<file path="src/rtl/rr_mux_arbiter.sv">
// Round-robin 8:1 arbiter with a registered output word.
// A new word can be captured whenever the output register is empty or being accepted.
module rr_mux_arbiter #(
  parameter int DATA_W = 8
) (
  input  logic                clk,
  input  logic                rst_n,
  input  logic [7:0]          req,
  input  logic [8*DATA_W-1:0] din,
  input  logic                out_ready,
  output logic [7:0]          gnt,
  output logic [2:0]          sel,
  output logic                out_valid,
  output logic [DATA_W-1:0]   out_data
);

  typedef enum logic {
    IDLE = 1'b0,
    HOLD = 1'b1
  } state_t;

  state_t     state;
  logic [2:0] ptr;
  logic [2:0] pick;
  logic [2:0] idx;
  logic       hit;
  logic       cap;

  // First asserted request at or after ptr, wrapping mod 8.
  always_comb begin
    pick = ptr;
    hit  = 1'b0;
    idx  = ptr;
    for (int i = 0; i < 8; i++) begin
      idx = ptr + 3'(i);
      if (!hit && req[idx]) begin
        hit  = 1'b1;
        pick = idx;
      end
    end
  end

  assign cap = hit && (state == IDLE || out_ready);

  always_ff @(posedge clk or negedge rst_n) begin
    if (!rst_n) begin
      state     <= IDLE;
      out_valid <= 1'b0;
      gnt       <= '0;
      sel       <= '0;
      out_data  <= '0;
      ptr       <= '0;
    end else begin
      gnt <= '0;
      if (cap) begin
        state     <= HOLD;
        out_valid <= 1'b1;
        sel       <= pick;
        out_data  <= din[int'(pick)*DATA_W +: DATA_W];
        gnt       <= 8'(1) << pick;
        ptr       <= pick + 3'd1;
      end else if (state == HOLD && out_ready) begin
        state     <= IDLE;
        out_valid <= 1'b0;
      end
    end
  end

endmodule

</file>
<file path="config.mk">
export PLATFORM = sky130hd
export DESIGN_NAME = rr_mux_arbiter
export DESIGN_NICKNAME = d
export VERILOG_FILES = /design/src/rtl/rr_mux_arbiter.sv
export SDC_FILE = /design/constraint.sdc
export NUM_CORES = 1
export LEC_CHECK = 0
export BUFFER_PORTS_ARGS = -buffer_cell sky130_fd_sc_hd__buf_2
export CORE_MARGIN = 10
export CORE_UTILIZATION = 51
export CTS_BUF_LIST = sky130_fd_sc_hd__clkbuf_8
export DETAILED_ROUTE_END_ITERATION = 8
export PLACE_DENSITY = 0.83
export SKIP_CTS_REPAIR_TIMING = 1
export SLEW_MARGIN = 15
export SYNTH_ARGS = -nofsm -noshare
export SYNTH_HDL_FRONTEND = slang
export SYNTH_SLANG_ARGS = --single-unit
</file>
<file path="constraint.sdc">
create_clock -name clk -period 5.1 [get_ports clk]
set_input_delay 0.255 -clock clk [delete_from_list [all_inputs] [get_ports clk]]
set_output_delay 0.255 -clock clk [all_outputs]
set_load 0.05 [all_outputs]
</file>
# Yosys cells after proc, flatten, opt, wreduce, memory -nomap -nowiden
# Cells that the tools add are included.
dict set report totals {
  ff_bits 23
  in_bits 75
  output_inout_bits 20
  elab_cells 76
}
dict set report op_classes {
  add_sub_neg 8
  n_lt_le_gt_ge 8
  shifts 2
  muxes 34
  bitwise_logic 1
  reduce_logical 18
}
# cell count
set op_table {}
lappend op_table {{64-bit by 7-bit indexed part select with 8-bit output} 1}
lappend op_table {{3-bit by 4-bit less-than comparator with 1-bit output, second input constant} 8}
lappend op_table {{1-bit binary-select mux with 3-bit select} 8}
lappend op_table {{3-bit 2-to-1 mux} 7}
lappend op_table {{1-bit 2-to-1 mux} 18}
lappend op_table {{3-bit adder, second input constant} 4}
lappend op_table {{1-bit logical AND} 9}
lappend op_table {{8-bit 2-to-1 mux} 1}
lappend op_table {{1-bit by 3-bit << shifter with 8-bit output, first input constant} 1}
lappend op_table {{1-bit zero test} 7}
lappend op_table {{3-bit by 1-bit adder with 3-bit output, second input constant} 2}
lappend op_table {{3-bit by 2-bit adder with 3-bit output, second input constant} 2}
lappend op_table {{2-bit nonzero test} 1}
lappend op_table {{1-bit logical OR} 1}
lappend op_table {{1-bit NOT} 1}

# Longest topological paths before layout
dict set report depth {
  depth_word 26
  ltp_mapped 17
  ltp_nobuf 12
}

# Least setup slack after synthesis
# OpenSTA, ideal clock, no wires.
dict set report synth_path {
  path_type {register to register}
  start {register ptr[0]}
  end {register ptr[2]}
  setup_ns 0.125
  arrival_time_ns 3.690
  required_time_ns 4.975
  slack_ns 1.286
  stages_incl_launch_ff 16
  path_buffers 4
  synth_period_minus_slack_ns 3.814
  cell_sequence {dfrtp_1 > buf_6 > buf_6 > clkinv_1 > ha_1 > buf_6 > mux2i_1 > mux4_2 > a22o_4 > a221oi_2 > o221ai_2 > a21oi_4 > buf_4 > nor2_1 > ha_1 > mux2_2}
}
dict set report synth_via {
  elab_chain_cells 25
  elab_cells_between_ends 54
  cone_classes {8 x add/sub; 31 x mux; 15 x reduce/logical}
}
# element line_no
set synth_lines {}
lappend synth_lines {{start, declared} 23} ;# logic [2:0] ptr;
lappend synth_lines {{start signal, assigned} 61} ;# ptr <= pick + 3'd1;
lappend synth_lines {{parallel branches: the longest is 25 deep, another holds 3-bit by 1-bit adder with 3-bit output} n/a}
# Several ways; the timed one is not identified. The select of a mux whose other input is x is not followed.
# A chain may end at the register's enable or synchronous reset.

# Worst setup path in the final report
dict set report layout_path {
  start {register ptr[0]}
  end {register out_data[0]}
}
dict set report layout_via {
  elab_chain_cells 25
  elab_cells_between_ends 54
  cone_classes {7 x add/sub; 1 x shift; 31 x mux; 15 x reduce/logical}
}
# element line_no
set layout_lines {}
lappend layout_lines {{parallel branches: the longest is 25 deep, another holds 3-bit by 1-bit adder with 3-bit output} n/a}
lappend layout_lines {{end signal, assigned} 59} ;# out_data <= din[int'(pick)*DATA_W +: DATA_W];
lappend layout_lines {{end, declared} 14} ;# output logic [DATA_W-1:0] out_data
# Several ways; the timed one is not identified. The select of a mux whose other input is x is not followed.

==> results.md <==
Outcome:
- The run finished with clean final reports.

Setup path:
- The critical path class is reg2reg.
- The cell class contributing the biggest share of worst-path delay is compound AO/OA/AOI/OAI gates.
- The number of buffers and inverters on the critical path is 2.
- The maximum cell stage delay along the critical path is ~680 ps.
- The highest-delay cell along the critical path is sky130_fd_sc_hd__ha_1.
- Of all nets on the critical path, the largest fanout is 17.
- The nature of the critical path startpoint is a flop.
- The worst setup path is captured at a flop.
- The critical path goes through clkinv_1 > ha_1 > mux2i_1 > mux4_2 > a22o_4 > a221oi_2 > o221ai_2 > a21oi_4 > buf_4 > nand2b_1 > o221ai_1 > a21o_1.
- Data on the critical path is required at its endpoint by approximately 5300 ps.
- For the worst setup path, the data arrival time is about 4000 ps.

Clock tree:
- The number of buffers between clock root and the deepest sink is 2.
- CTS placed an instance of sky130_fd_sc_hd__clkbuf_8 at the clock tree root.
- The number of levels in the clock H-tree is 1.
- The clock net sink count is 23.
- After clock tree synthesis, the clock-pin slew on the worst setup and hold paths is 80 ps.
- Counting the buffers created by CTS gives 3.
- TritonCTS built the clock tree.
- The later pin in the worst-skew pair is clocked with a latency of ~270 ps.

Placed design:
- Buffers placed on the I/O ports in this run total 94.
- After legalization and detailed placement, the total HPWL measured between 5000 and 6000 µm.
- The congestion estimate from routability-driven global placement came to just over 0.9.

Layout:
- From synthesis to final layout, the design area changed by 20.6%.
- Leaving out fill and tap cells, the most frequent cells in the layout are sky130_fd_sc_hd__buf_2 (94), sky130_fd_sc_hd__mux2i_1 (48), sky130_fd_sc_hd__nand2_1 (23), sky130_fd_sc_hd__dfrtp_1 (23), sky130_fd_sc_hd__nor2_1 (15).
- The number of nets in the layout is 404.
- The fraction of final layout cells with drive strength greater than 1 is 0.412.
- Leaving out fill and tap cells, the most frequent cell in the layout is sky130_fd_sc_hd__buf_2.
- In the final layout, the multi-input gates occupy 1680 µm².
- The repair_antennas step left the layout with diodes totalling 0.
- The final-layout fill cell count is around 370.
- Summing all flip-flop and latch instances after layout gives 576 µm².

Synthesis:
- After synthesis, the cell types taking the most area are sky130_fd_sc_hd__dfrtp_1 (24%), sky130_fd_sc_hd__mux2i_1 (20%), sky130_fd_sc_hd__mux4_2 (10%).
- The post-synthesis net count is between 300 and 400.
- Dividing the synthesized area by the synthesized cell count gives 10.3 µm².
- Of the synthesized area, sequential elements account for 0.237.
- The number of synthesized flops with an enable pin is 0.
- The mapped netlist covers 2430 µm².
- The count of cell types in the netlist is 53.
- The synthesis-stage register bit count is 23.
- The fraction of post-synthesis cell area in the top cell type by area is 0.237.
- Yosys printed 0 warnings.
- The post-synthesis cell type with the largest combined area is sky130_fd_sc_hd__dfrtp_1.
- For this run, asynchronously set or reset flops after synthesis account for 1.00.
- Counting every instance in the synthesized netlist gives 237.
- In the synthesized netlist the dominant register cell turns out to be sky130_fd_sc_hd__dfrtp_1.

Floorplanning:
- The total area inside the core boundary comes to 4660 µm².
- The die outline area is 7930 µm².
- In this run the vertical extent of the chip is 89.1 µm.
- 95 I/O pins were placed.
- From left edge to right edge, the die measures roughly 89 µm.
- The starting utilization of the core area is 0.522.
- The number of placement rows is 25.

Min path:
- The worst hold path class is in2reg.

Timing:
- The number of failing setup endpoints in the final timing report is 0.
- The accumulated negative setup slack is 0 ps.
- For the pin with the worst max-slew slack, the measured transition is 746 ps.
- The number of hold violations in the final report is 0.
- The worst clock skew on the final layout is 4.23 ps.
- The final critical-path required period is 3890 ps.
- Dividing the final minimum period by the clock period gives 0.763.
- Timing would allow up to 257 MHz.
- Measured against its own limit, the worst slew margin works out to 0.501.
- Setup repair after global routing left no endpoint under its margin.
- The final max-slew violation count is 0.

Detailed routing:
- The first detailed-routing pass took 4 iterations.
- After detailed routing, the number of remaining DRC violations is 0.
- In the final routed layout, each cell accounts on average for 18.5 µm.
- The number of DRC violations after detailed-routing iteration 0 is 176.
- The number of vias after detailed routing is 2266.
- In this run the remaining antenna-violating nets after routing total 0.
- The final routed wirelength across all metal layers is approximately 7000 µm.
- The mean number of vias per cell is 5.98.

Global route:
- The number of global-route vias before repair is 2302.
- The initial antenna violation count was 0.
- The global-route wire length before repair is 11000 µm.
- The residual overflow from global routing is 0.
- The pin count of the biggest net entering global routing is 25.
- The overall global routing resource usage is 0.175.

Run:
- The number of violations of the max-capacitance limit is 0.
metal layers:
layer	GRT usage	vias up	wire (µm)
li1	-	1073	-
met1	0.221	1099	2750
met2	0.289	84	3730
met3	0.0465	10	421
met4	0.0477	0	117
met5	0	-	0
cell families after synthesis:
kind of cell | Yosys count | synth area share
multiplexers | 70 | 0.364
AND/OR/NAND/NOR | 60 | 0.118
AO/OA/AOI/OAI | 47 | 0.161
buffers and inverters | 27 | 0.0766
flip-flops | 23 | 0.237
XOR/XNOR | 7 | 0.0283
adder cells (fa/ha/maj) | 3 | 0.0154
state kept, by name (all words and copies together) (netlist names):
signal / flops
state: 1
ptr: 3
gnt: 8
sel: 3
out_data: 8
cells in the mapped netlist (4+ instances only):
master / instances
sky130_fd_sc_hd__mux4_2: 11
sky130_fd_sc_hd__nand2_1: 23
sky130_fd_sc_hd__o221ai_1: 9
sky130_fd_sc_hd__nor2_1: 15
sky130_fd_sc_hd__inv_1: 9
sky130_fd_sc_hd__buf_4: 4
sky130_fd_sc_hd__dfrtp_1: 23
sky130_fd_sc_hd__a21o_1: 8
sky130_fd_sc_hd__xnor2_1: 5
sky130_fd_sc_hd__mux2_2: 8
sky130_fd_sc_hd__o21ai_0: 6
sky130_fd_sc_hd__buf_6: 6
sky130_fd_sc_hd__nand2b_1: 5
sky130_fd_sc_hd__a21oi_1: 5
sky130_fd_sc_hd__mux2i_1: 48
metrics by stage:
step	cell area, µm²	cells	hold WS [ps]	util	setup WS (ps)
2_1_floorplan	2430	237	-40.6	-	1290
3_3_place_gp	2880	374	252	0.617	1340
3_5_place_dp	2880	374	258	0.617	1250
4_1_cts	2920	378	-33.1	0.627	1240
5_1_grt	2930	379	357	0.629	894
6_report	2930	379	327	0.629	1210
final timing paths:
check | cells after the start | slack [ps] | endpoint | from
max | 12 | 1210 | out_data[0] | ptr[0]
min | 3 | 330 | state | out_ready
max reg2reg | 12 | 1210 | out_data[0] | ptr[0]
min reg2reg | 2 | 500 | sel[0] | sel[0]
max in group asynchronous | 2 | 4250 | gnt[0] | rst_n
min in group asynchronous | 2 | 500 | out_data[7] | rst_n
cell type report:
cell class	count	share of cell area
timing repair buffer	101	0.179
clock inverter	1	0.00128
multi-input combinational	187	0.573
clock buffer	3	0.0141
tap	54	0.0230
sequential	23	0.196
inverter	10	0.0128
worst reg2reg max path: cells and delay by family, from the launching register on:
kind            cells  cell delay, ps
simple gates        1             380
buf+inv             2             430
mux                 2             720
compound gates      6            1220
flops               1             350
fa+ha+maj           1             680
Power is left out: the tool's default activity adds up to more than one toggle a clock period on the data nets, which glitch-free logic cannot reach.
